File: config.mk
export PLATFORM = sky130hd
export DESIGN_NAME = gmii2xgmii_packer
export DESIGN_NICKNAME = d
export VERILOG_FILES = /design/src/rtl/gmii2xgmii_packer.sv
export SDC_FILE = /design/constraint.sdc
export NUM_CORES = 1
export LEC_CHECK = 0
export BUFFER_PORTS_ARGS = -buffer_cell sky130_fd_sc_hd__buf_2
export CAP_MARGIN = 15
export CELL_PAD_IN_SITES_DETAIL_PLACEMENT = 1
export CELL_PAD_IN_SITES_GLOBAL_PLACEMENT = 2
export CORE_AREA = 2 2 141 143
export CTS_BUF_LIST = sky130_fd_sc_hd__clkbuf_2 sky130_fd_sc_hd__clkbuf_4 sky130_fd_sc_hd__clkbuf_8
export DETAILED_ROUTE_END_ITERATION = 12
export DIE_AREA = 0 0 143 145
export PLACE_DENSITY = 0.81
export SLEW_MARGIN = 15
export SYNTH_ARGS = -nofsm -noshare
export SYNTH_HDL_FRONTEND = slang
export SYNTH_SLANG_ARGS = --single-unit
File: constraint.sdc
create_clock -name gmii_clk -period 3.6 [get_ports gmii_clk]
set_input_delay 0.18 -clock gmii_clk [delete_from_list [all_inputs] [get_ports gmii_clk]]
set_output_delay 0.18 -clock gmii_clk [all_outputs]
set_load 0.005 [all_outputs]
File: src/rtl/gmii2xgmii_packer.sv
// GMII-to-XGMII lane packer: frames a byte-wide GMII stream into LANES-wide
// XGMII words with /S/ /T/ /E/ /I/ insertion and a minimum inter-frame gap.
module gmii2xgmii_packer #(
    parameter int LANES      = 8,
    parameter int MIN_IFG    = 12,
    parameter int START_MODE = 0
) (
    input  logic                 gmii_clk,
    input  logic                 sys_rst,
    input  logic                 gmii_dv,
    input  logic                 gmii_er,
    input  logic [7:0]           gmii_rxd,
    output logic [LANES-1:0]     xgmii_rxc,
    output logic [8*LANES-1:0]   xgmii_rxd,
    output logic                 xgmii_valid,
    output logic                 drop_pulse
);

    localparam int PTR_W = $clog2(LANES);
    localparam int CNT_W = $clog2(MIN_IFG + 1);
    localparam logic [CNT_W-1:0] IFG_MAX  = CNT_W'(MIN_IFG);
    localparam logic [PTR_W-1:0] PTR_LAST = PTR_W'(LANES - 1);

    // Symbols carry the control flag in bit 8.
    localparam logic [8:0] SYM_S = 9'h1FB;
    localparam logic [8:0] SYM_T = 9'h1FD;
    localparam logic [8:0] SYM_E = 9'h1FE;
    localparam logic [8:0] SYM_I = 9'h107;

    typedef enum logic [2:0] {
        S_IDLE,
        S_DATA,
        S_TERM,
        S_IFG,
        S_DROP
    } state_t;

    state_t                     state_q, state_d;
    logic                       stg_vld_q, stg_vld_d;
    logic [8:0]                 stg_q, stg_d;
    logic [8:0]                 hold_q, hold_d;
    logic [PTR_W-1:0]           ptr_q, ptr_d;
    logic [LANES-1:0][8:0]      asm_q, asm_d;
    logic [LANES-1:0][8:0]      word;
    logic [LANES-1:0][7:0]      rxd_q, rxd_d;
    logic [LANES-1:0]           rxc_q, rxc_d;
    logic                       valid_q, valid_d;
    logic                       drop_q, drop_d;
    logic [CNT_W-1:0]           ifg_cnt_q, ifg_cnt_d, ifg_cnt_inc;
    logic                       armed_q, armed_d;
    logic [8:0]                 data_sym;

    assign data_sym    = gmii_er ? SYM_E : {1'b0, gmii_rxd};
    assign ifg_cnt_inc = (ifg_cnt_q < IFG_MAX) ? ifg_cnt_q + 1'b1 : ifg_cnt_q;

    // Framing FSM: decides what enters the stage register each cycle.
    always_comb begin
        // NOTE: every signal gets a default before the case so no path infers a latch.
        state_d   = state_q;
        stg_vld_d = 1'b0;
        stg_d     = SYM_I;
        hold_d    = hold_q;
        ifg_cnt_d = ifg_cnt_q;
        armed_d   = armed_q | ~gmii_dv;
        drop_d    = 1'b0;

        case (state_q)
            S_IDLE: begin
                if (!gmii_dv) begin
                    ifg_cnt_d = ifg_cnt_inc;
                end else if (armed_q) begin
                    if (ifg_cnt_q >= IFG_MAX) begin
                        stg_vld_d = 1'b1;
                        stg_d     = SYM_S;
                        if (START_MODE != 0) hold_d = data_sym;
                        state_d   = S_DATA;
                    end else begin
                        state_d   = S_DROP;
                    end
                end
            end
            S_DATA: begin
                stg_vld_d = 1'b1;
                if (gmii_dv) begin
                    if (START_MODE == 0) begin
                        stg_d  = data_sym;
                    end else begin
                        stg_d  = hold_q;
                        hold_d = data_sym;
                    end
                end else begin
                    ifg_cnt_d = CNT_W'(1);
                    if (START_MODE == 0) begin
                        stg_d   = SYM_T;
                        state_d = S_IFG;
                    end else begin
                        stg_d   = hold_q;
                        state_d = S_TERM;
                    end
                end
            end
            S_TERM: begin
                stg_vld_d = 1'b1;
                stg_d     = SYM_T;
                if (gmii_dv) begin
                    state_d   = S_DROP;
                end else begin
                    ifg_cnt_d = ifg_cnt_inc;
                    state_d   = S_IFG;
                end
            end
            S_IFG: begin
                if (gmii_dv) begin
                    state_d   = S_DROP;
                end else begin
                    ifg_cnt_d = ifg_cnt_inc;
                    state_d   = S_IDLE;
                end
            end
            S_DROP: begin
                if (!gmii_dv) begin
                    drop_d    = 1'b1;
                    ifg_cnt_d = CNT_W'(1);
                    state_d   = S_IDLE;
                end
            end
            default: state_d = S_IDLE;
        endcase
    end

    // Lane assembly: place the staged symbol, pad after /T/, emit when full.
    always_comb begin
        word    = asm_q;
        asm_d   = asm_q;
        ptr_d   = ptr_q;
        rxd_d   = rxd_q;
        rxc_d   = rxc_q;
        valid_d = 1'b0;

        if (stg_vld_q) begin
            word[ptr_q] = stg_q;
            if (stg_q == SYM_T) begin
                for (int i = 0; i < LANES; i++) begin
                    if (i > int'(ptr_q)) word[i] = SYM_I;
                end
            end
            if (stg_q == SYM_T || ptr_q == PTR_LAST) begin
                for (int i = 0; i < LANES; i++) begin
                    rxd_d[i] = word[i][7:0];
                    rxc_d[i] = word[i][8];
                end
                valid_d = 1'b1;
                ptr_d   = '0;
            end else begin
                asm_d   = word;
                ptr_d   = ptr_q + 1'b1;
            end
        end
    end

    // NOTE: sequential state uses non-blocking assignments so every flop samples pre-edge values.
    always_ff @(posedge gmii_clk or posedge sys_rst) begin
        if (sys_rst) begin
            state_q   <= S_IDLE;
            stg_vld_q <= 1'b0;
            ptr_q     <= '0;
            rxd_q     <= {LANES{8'h07}};
            rxc_q     <= '1;
            valid_q   <= 1'b0;
            drop_q    <= 1'b0;
            ifg_cnt_q <= IFG_MAX;
            armed_q   <= 1'b0;
        end else begin
            state_q   <= state_d;
            stg_vld_q <= stg_vld_d;
            ptr_q     <= ptr_d;
            rxd_q     <= rxd_d;
            rxc_q     <= rxc_d;
            valid_q   <= valid_d;
            drop_q    <= drop_d;
            ifg_cnt_q <= ifg_cnt_d;
            armed_q   <= armed_d;
        end
    end

    // NOTE: payload registers are left unreset; stg_vld_q and ptr_q already qualify them.
    always_ff @(posedge gmii_clk) begin
        stg_q  <= stg_d;
        hold_q <= hold_d;
        asm_q  <= asm_d;
    end

    assign xgmii_rxc   = rxc_q;
    assign xgmii_rxd   = rxd_q;
    assign xgmii_valid = valid_q;
    assign drop_pulse  = drop_q;

endmodule

==> run summary <==
CTS tree - done
Hold Crit Class - input pin to register
DRC Markers - 0
Initial DRT Pass Iterations - 4
RePlAce Congestion - 0.799
Vias in the first global route - 5107
Syn avg cell area - 13.2 µm²
Final setup vio count - 0
Core Rows - 51
CP cell instances - ha_1, ha_1, a31oi_1, and2_2, buf_4
First-pass GRT wire length - 28.2 mm
Max Slew Vio Count - 0
Total clock sinks - 167
Core Util, Final - 44.9%
Final Non-Filler Cells - 928
VDD IR max - 261 µV
Critical Path Source - ptr_q[1]$_DFFE_PP0P_
Initial Util - 39.2%
Number of I/O pins - 86
Fmax - 0.357 GHz
Clock Latency Late Sink - 0.45 ns
Hold Slack - 0.0397 ns
Vias/cell - 5.03
Fin nets - 667
Clk_skew - 0.0154 ns
Post-Syn Nets - 588
Arr. time, crit path - 2.95 ns
Worst slew pin tran - 0.978 ns
EDFF count, synth - 72
Area growth, synth to finish - 14.4%
Detail Route Antenna Nets - 0
Yosys reg bits - 167
Die X - 143 µm
H-Tree Depth - 4
Outcome - complete, no violations
Setup crit end - asm_q[69]$_DFFE_PP_
GR Util All Layers - 17.4%
Post-DR wirelength/cell - 18.4 µm
Critical path required time - 3.74 ns
Final wirelength - 17.1 mm
Initial antenna violation count - 0
Final Critical Period - 2.80 ns
Fillers - 1999
Slowest library cell on the worst path - and2_2
CP Max Fanout - 24
Crit path depth - 5
Maxcap violations - 0
Dpl hpwl - 11.8 mm
CTS resizes - 0
Synth warn - 0
WS Path Type - register to register
Netlist cell types - 54
Min-delay src - gmii_dv
Sequential area share after synthesis - 60.2%
Family with the most delay on the worst path - simple AND/OR/NAND/NOR gates
Pwr dens - 469 mW/mm²
Final period util - 77.9%
Placed cell count - 894
CTS root buffer - clkbuf_8
Ant. Diodes - 0
Final global-route overflow total - 0
Mapped Area - 0.00754 mm²
Crit end category - register
CTS Buf Count - 17
Max incr delay on CP - 0.62 ns
# port buffers - 85
Fin. Hold Viols - 0
Worst r2r dst - asm_q[69]$_DFFE_PP_
FF-to-FF path depth - 5
Clock-pin slew on the worst setup and hold paths - 0.09 ns
FF-to-FF Start - ptr_q[1]$_DFFE_PP0P_
Iter 0 DRT Violations - 329
Element type at the critical path start - register
Synthesized instance count - 571
Asr flop ratio synth - 51.5%
Die Y - 145 µm
Die ar. - 0.0207 mm²
Largest net degree at the start of global routing - 58
Reg2reg setup slack - 0.80 ns
Slew Limit Headroom - 34.8%
CP most frequent cell - ha_1
Leakage power - 4.01 nW
Routed vias - 4670
TNS Setup - 0 ns
RSZ-0062 raised after global routing - no
Layout cells sized above 1 - 36.8%
Clock buffer depth - 2
Buf+Inv Stages, Crit Path - 1
Main synth FF type - edfxtp_1
Core Region - 0.0192 mm²
==> state kept, by name (all words and copies together) (netlist names) <==
register     count
armed_q          1
asm_q           72
drop_pulse       1
ifg_cnt_q        4
ptr_q            3
state_q          3
stg_q            9
stg_vld_q        1
xgmii_rxc        8
xgmii_rxd       64
xgmii_valid      1
==> cells in the final DEF (no fill, tap or decap), drive strengths merged, types with 2 or more instances in the layout <==
| cell | netlist | routed |
|---|---|---|
| clkbuf | 8 | 20 |
| nor2b | 2 | 2 |
| buf | 31 | 97 |
| nand3b | 4 | 4 |
| dlygate4sd3 | 0 | 2 |
| nor4b | 2 | 2 |
| and2 | 3 | 3 |
| ha | 5 | 5 |
| dfstp | 34 | 34 |
| nor3b | 4 | 4 |
| or3b | 2 | 2 |
| dfrtp | 52 | 52 |
| o21ai | 17 | 17 |
| edfxtp | 72 | 72 |
| clkinv | 0 | 6 |
| and3b | 3 | 3 |
| nor2 | 11 | 11 |
| a211oi | 2 | 2 |
| mux2 | 82 | 82 |
| nand4 | 6 | 6 |
| and4 | 7 | 7 |
| bufinv | 0 | 4 |
| inv | 7 | 9 |
| mux2i | 19 | 19 |
| nand2 | 100 | 100 |
| nor3 | 4 | 4 |
| a21o | 2 | 2 |
| a21oi | 41 | 41 |
| nand3 | 25 | 25 |
| nand2b | 4 | 4 |
| dfxtp | 9 | 9 |
==> power breakdown <==
group / switching, W / total, W / internal [W]
logic: 0.000280 / 0.000464 / 0.000184
clock network: 0.000683 / 0.00147 / 0.000791
registers: 0.0000673 / 0.00210 / 0.00203
==> cell families (layout without fill, tap and decap cells) <==
logic type	after synthesis	in the layout	share of synthesized area, %
AND/OR/NAND/NOR	182	182	12.4
flip-flops	167	167	60.2
multiplexers	101	101	17.7
AO/OA/AOI/OAI	69	69	5.15
buffers and inverters	46	138	3.64
adder cells (fa/ha/maj)	5	5	0.830
XOR/XNOR	1	1	0.116
==> stage by stage <==
stage	power, W	setup WS [ns]	instance area (µm²)
after floorplan	0.00248	0.363	7540
after global placement	0.00258	0.933	8160
after detailed placement	0.00261	0.807	8160
after CTS	0.00408	0.790	8620
after global routing	0.00421	0.611	8620
final	0.00404	0.796	8620
==> area by class of cell <==
cell class                      instances  area, µm²  area share [%]
Timing Repair Buffer                   99        561            6.50
Sequential cell                       167       4540            52.6
Multi-Input combinational cell        358       2730            31.6
Tap cell                              265        332            3.85
Clock inverter                         12        173            2.00
Inverter                                7       27.5           0.319
Clock buffer                           20        263            3.05
==> layer usage <==
metal / GRT usage [%] / routed length [µm] / part of all wire, % / vias up
met4: 5.45 / 246 / 1.4 / 0
met2: 27.4 / 8290 / 49 / 90
met3: 3.27 / 560 / 3.3 / 16
li1: - / - / - / 2197
met1: 24.2 / 7960 / 47 / 2367
met5: 0 / 0 / 0 / -
==> synth_stat cells, drive strengths merged (3+ instances only) <==
cell    number  area share [%]
buf         31             2.8
nand3       25             1.7
nand2      100             5.0
and2         3            0.25
nor3b        4            0.53
mux2        82              15
nor2        11            0.55
dfrtp       52              17
edfxtp      72              29
nand4        6            0.70
nor3         4            0.42
and4         7            0.81
dfstp       34              12
mux2i       19             2.5
a21oi       41             2.7
ha           5            0.83
nand3b       4            0.56
o21ai       17             1.3
clkbuf       8            0.45
nand2b       4            0.33
dfxtp        9             2.4
and3b        3            0.35
inv          7            0.35
==> worst register-to-register path, cell delays in order (launching register included) <==
cell and delay [ns]:
dfrtp_1 0.61, ha_1 0.31, ha_1 0.27, a31oi_1 0.30, and2_2 0.62, buf_4 0.37
==> how the worst min path moves through the flow <==
stage,slack (ns),cells past startpoint,endpoint
6_report,0.04,2,armed_q$_DFF_PP0_
5_1_grt,0.03,2,armed_q$_DFF_PP0_
3_5_place_dp,0.42,2,xgmii_rxd[63]$_DFFE_PP0P_
2_1_floorplan,0.29,1,stg_q[8]$_DFF_P_
4_1_cts,0.01,2,armed_q$_DFF_PP0_
3_3_place_gp,0.39,2,xgmii_rxd[55]$_DFFE_PP0P_
==> what timing repair did <==
action | CTS | global route
setup buffers | 0 | 0
endpoints found under the setup margin | 0 | 0
hold buffers | 2 | 0
hold endpoints to repair | 33 | 0
Power figures use the tool's default switching activity.
